## src/rtl/serial_sub_pkg.sv

```systemverilog
// Shared types and constants for the bit-serial signed subtracter.
// Holds the FSM state encoding, the mode constants and the bit-counter width helper.
package serial_sub_pkg;

  typedef enum logic [1:0] {
    IDLE  = 2'd0,
    SHIFT = 2'd1,
    DONE  = 2'd2
  } state_t;

  localparam logic MODE_NEG = 1'b0;
  localparam logic MODE_SUB = 1'b1;

  // Wide enough to hold the step count for any WIDTH without wrapping.
  function automatic int cnt_width(input int width);
    return $clog2(width + 2);
  endfunction

endpackage

```

## src/rtl/serial_fa_cell.sv

```systemverilog
// One-bit full adder with a registered carry, used as the serial arithmetic core.
// load presets the carry to 1 so that x + ~y + 1 forms x - y.
module serial_fa_cell (
  input  logic clock,
  input  logic reset,
  input  logic load,
  input  logic en,
  input  logic x,
  input  logic y_inv,
  output logic sum
);

  logic carry;

  assign sum = x ^ y_inv ^ carry;

  always_ff @(posedge clock) begin
    if (!reset) begin
      carry <= 1'b0;
    end else if (load) begin
      carry <= 1'b1;
    end else if (en) begin
      carry <= (x & y_inv) | (x & carry) | (y_inv & carry);
    end
  end

endmodule

```

## src/rtl/serial_signed_subtracter.sv

```systemverilog
// Bit-serial two's-complement negate / subtract, one result bit per clock, LSB first.
// Result is WIDTH+1 bits wide and published only when the last bit is computed.
//
//   state | meaning
//   IDLE  | waiting for start
//   SHIFT | computing one result bit per clock (WIDTH+1 steps)
//   DONE  | result valid for one cycle; start here chains the next operation
module serial_signed_subtracter
  import serial_sub_pkg::*;
#(
  parameter int WIDTH = 4
) (
  input  logic             clock,
  input  logic             reset,
  input  logic             start,
  input  logic             mode,
  input  logic [WIDTH-1:0] a,
  input  logic [WIDTH-1:0] b,
  output logic             busy,
  output logic             done,
  output logic [WIDTH:0]   result,
  output logic             overflow
);

  localparam int CW = cnt_width(WIDTH);

  state_t           state, state_nx;
  logic             accept, step, last;
  logic [CW-1:0]    cnt;
  logic [WIDTH-1:0] x_sr, y_sr;
  logic [WIDTH-1:0] acc;
  logic             fa_sum;

  always_ff @(posedge clock) begin
    if (!reset) begin
      state <= IDLE;
    end else begin
      state <= state_nx;
    end
  end

  always_comb begin
    state_nx = state;
    accept   = 1'b0;
    step     = 1'b0;
    last     = 1'b0;
    case (state)
      IDLE: begin
        if (start) begin
          accept   = 1'b1;
          state_nx = SHIFT;
        end
      end
      SHIFT: begin
        step = 1'b1;
        if (cnt == '0) begin
          last     = 1'b1;
          state_nx = DONE;
        end
      end
      DONE: begin
        if (start) begin
          accept   = 1'b1;
          state_nx = SHIFT;
        end else begin
          state_nx = IDLE;
        end
      end
      default: state_nx = IDLE;
    endcase
  end

  assign busy = (state == SHIFT);
  assign done = (state == DONE);

  serial_fa_cell u_fa (
    .clock (clock),
    .reset (reset),
    .load  (accept),
    .en    (step),
    .x     (x_sr[0]),
    .y_inv (~y_sr[0]),
    .sum   (fa_sum)
  );

  // Arithmetic right shift keeps the sign bit in place, so the last step
  // automatically sees the sign-extended operand bits.
  always_ff @(posedge clock) begin
    if (!reset) begin
      x_sr     <= '0;
      y_sr     <= '0;
      cnt      <= '0;
      acc      <= '0;
      result   <= '0;
      overflow <= 1'b0;
    end else begin
      if (accept) begin
        x_sr <= (mode == MODE_SUB) ? a : '0;
        y_sr <= (mode == MODE_SUB) ? b : a;
        cnt  <= CW'(WIDTH);
      end else if (step) begin
        x_sr <= {x_sr[WIDTH-1], x_sr[WIDTH-1:1]};
        y_sr <= {y_sr[WIDTH-1], y_sr[WIDTH-1:1]};
        cnt  <= cnt - 1'b1;
        acc  <= {fa_sum, acc[WIDTH-1:1]};
      end
      if (last) begin
        result   <= {fa_sum, acc};
        overflow <= fa_sum ^ acc[WIDTH-1];
      end
    end
  end

endmodule

```

## config.mk

```make
export PLATFORM = sky130hd
export DESIGN_NAME = serial_signed_subtracter
export DESIGN_NICKNAME = d
export VERILOG_FILES = /design/src/rtl/serial_sub_pkg.sv /design/src/rtl/serial_fa_cell.sv /design/src/rtl/serial_signed_subtracter.sv
export SDC_FILE = /design/constraint.sdc
export NUM_CORES = 1
export LEC_CHECK = 0
export BUFFER_PORTS_ARGS = -buffer_cell sky130_fd_sc_hd__buf_2
export CORE_ASPECT_RATIO = 1.25
export CORE_MARGIN = 3
export CORE_UTILIZATION = 53
export CTS_CLUSTER_DIAMETER = 40
export DETAILED_ROUTE_END_ITERATION = 8
export PLACE_DENSITY = 0.76
export SYNTH_ARGS = -nofsm -noshare
export SYNTH_HDL_FRONTEND = slang
export SYNTH_HIERARCHICAL = 1
export SYNTH_SLANG_ARGS = --single-unit
```

## constraint.sdc

```tcl
create_clock -name clock -period 1.7 [get_ports clock]
set_input_delay 0.34 -clock clock [delete_from_list [all_inputs] [get_ports clock]]
set_output_delay 0.34 -clock clock [all_outputs]
set_load 0.01 [all_outputs]
```

==> flow_summary.json <==
{
  "status": "complete, no violations",
  "crit_fanout": 7,
  "synth-edff-count": 0,
  "cp-end-kind": "output pin",
  "min_period_ns": 1.44,
  "tns_ns": 0,
  "drive_above_1_share": 0.298,
  "drc": 0,
  "slew-limit-headroom": 0.752,
  "grt_pass1_wl_um": 3290,
  "cts_buffers": 3,
  "via_count": 849,
  "hold_buffers": 0,
  "area_growth_pct": 11.1,
  "clock_sinks": 24,
  "arrival_ns": 1.10,
  "post_synth.cell_area_avg_sq_um": 10.0,
  "power_density_nw_per_um2": 977,
  "drt_iter0_markers": 16,
  "cts_root_buffer": "clkbuf_4",
  "leakage_uw": 0.000539,
  "grt_max_degree": 24,
  "min_period_over_period": 0.845,
  "yosys_register_bits": 24,
  "viasPerCell": 5.62,
  "cts_tree": "done",
  "finalSetupViolations": 0,
  "pwr-share-clk": 0.332,
  "ys_seq_area_frac": 0.424,
  "postCtsSetupRepairBufs": 0,
  "p_sw_frac": 0.246,
  "start_kind": "register",
  "hp-class": "primary input to register",
  "synth_flop_cell": "dfxtp_1",
  "p_total_uw": 1230,
  "hpwl_um": 1430,
  "worstSetupPathType": "register to output pin",
  "intPower_uw": 928,
  "nNetsFinal": 147,
  "ctsResizeCount": 0,
  "worst_pin_slew_ns": 0.372,
  "grt_pass1_vias": 805,
  "diodes": 0,
  "n_fill_cell": 188,
  "worstPathCellList": "nand2b_2 -> clkinv_2 -> buf_2",
  "antenna_found_initial": 0,
  "clk_latency_ns": 0.32,
  "fin_skew_ns": 0.0121,
  "grt_setup_unrepaired": "no",
  "cts_max_level": 1,
  "synth-async-reset-ratio": 0,
  "cp.required_ns": 1.36,
  "stdcell_area_sq_um": 1260,
  "power_frac_seq": 0.501,
  "synthCells": 113,
  "synth_fp_nets": 128,
  "final_antenna_net_count": 0,
  "ys_warn_count": 6,
  "track_usage": 0.164,
  "core-area_sq_um": 2000,
  "dieHeight_um": 57.7,
  "hold_viol": 0,
  "p_switching_uw": 303,
  "dr.pass1.iters": 2,
  "wl_um": 1910,
  "row_count": 18,
  "place_area_sq_um": 1210,
  "die_width_um": 47.4,
  "fmax_mhz": 696,
  "initial_utilization": 0.566,
  "drv_slew": 0,
  "clk_pin_slew_ns": 0.12,
  "pwr-share-comb": 0.167,
  "syn_area_sq_um": 1130,
  "port_buffers": 19,
  "clk_path_buf_depth": 2,
  "ys_types": 38,
  "cpPeakStageDelay_ns": 0.36,
  "top_level_ports": 20,
  "cp_slowest_cell": "dfxtp_1",
  "wire_per_inst_um": 12.7,
  "place.gp.congestion": 0.758,
  "irDropWorstVdd_v": 0.000758,
  "maxCapViolCount": 0,
  "grt_overflow": 0,
  "die_area_sq_um": 2730
}
cell usage after synthesis, types with 2 or more instances:
cell type | number | area share
a21boi_1 | 13 | 0.086
a22oi_2 | 2 | 0.022
a32oi_1 | 3 | 0.023
buf_6 | 3 | 0.030
clkbuf_1 | 2 | 0.0066
dfxtp_1 | 24 | 0.42
ha_1 | 2 | 0.022
inv_1 | 4 | 0.013
mux2_4 | 2 | 0.026
mux2i_1 | 3 | 0.026
nand2_1 | 16 | 0.053
nand3_1 | 9 | 0.040
nor2_1 | 3 | 0.0099
nor2b_1 | 2 | 0.011
o21ai_1 | 2 | 0.0088
kinds of logic (layout without fill, tap and decap cells):
| kind of cell | Yosys count | after routing | share of synthesized area |
|---|---|---|---|
| compound gates | 26 | 26 | 0.189 |
| mux | 7 | 7 | 0.0728 |
| xor+xnor | 2 | 2 | 0.0155 |
| simple gates | 38 | 38 | 0.182 |
| fa+ha+maj | 3 | 3 | 0.0397 |
| flops | 24 | 24 | 0.424 |
| buf+inv | 13 | 31 | 0.0773 |
worst max-delay path: cells and delay by family, from the launching register on:
| kind | cells | cell delay [ns] |
|---|---|---|
| buffers and inverters | 2 | 0.28 |
| DFF | 1 | 0.36 |
| and+or+nand+nor | 1 | 0.15 |
layout make-up:
| type | instances | area (sq um) | share of cell area |
|---|---|---|---|
| Clock buffer | 3 | 22.5 | 0.0179 |
| Clock inverter | 1 | 30.0 | 0.0238 |
| Inverter | 6 | 26.3 | 0.0209 |
| Multi-Input combinational cell | 76 | 566 | 0.449 |
| Sequential cell | 24 | 480 | 0.381 |
| Tap cell | 20 | 25.0 | 0.0199 |
| Timing Repair Buffer | 21 | 110 | 0.0874 |
worst paths after layout:
kind	from	to	slack, ns	cells past startpoint
worst max-delay path	state[1]	busy	0.26	3
worst min-delay path	a[3]	x_sr[3]	0.30	3
worst max register to register	cnt[0]	result[4]	0.27	6
worst min register to register	result[0]	result[0]	0.46	2
power groups by stage:
stage / combinational, uW / sequential, uW / clock [uW]
6_report: 205 / 617 / 408
5_1_grt: 230 / 622 / 448
4_1_cts: 209 / 618 / 416
3_5_place_dp: 208 / 630 / 0
3_3_place_gp: 201 / 628 / 0
2_1_floorplan: 168 / 628 / 0
sequential cells by signal (all words and copies together), names as in the netlist:
| name | count |
|---|---|
| acc | 4 |
| cnt | 3 |
| state | 2 |
| u_fa/carry | 1 |
| overflow | 1 |
| result | 5 |
| x_sr | 4 |
| y_sr | 4 |
cells in the final DEF (no fill, tap or decap), drive strengths merged, types with 4 or more instances in the layout:
cell / synthesis / routed
mux2: 4 / 4
dfxtp: 24 / 24
a21boi: 13 / 13
inv: 5 / 5
nand2: 17 / 17
buf: 5 / 21
nand3: 9 / 9
stage by stage:
step,util,setup slack [ns],hold WS [ns],instances
detailed placement,0.602,0.246,0.447,147
global route,0.629,0.115,0.290,151
floorplan,-,0.390,0.430,113
finish,0.629,0.264,0.303,151
CTS,0.629,0.235,0.291,151
global placement,0.602,0.334,0.441,147
routing by layer:
layer	global-route usage	up-vias	share of wire
met2	0.280	14	0.52
met4	0.0830	0	0.012
met5	0	-	0
met1	0.187	410	0.44
met3	0.0280	2	0.031
li1	-	423	-
Note: power is estimated with default switching activity, not from simulation.
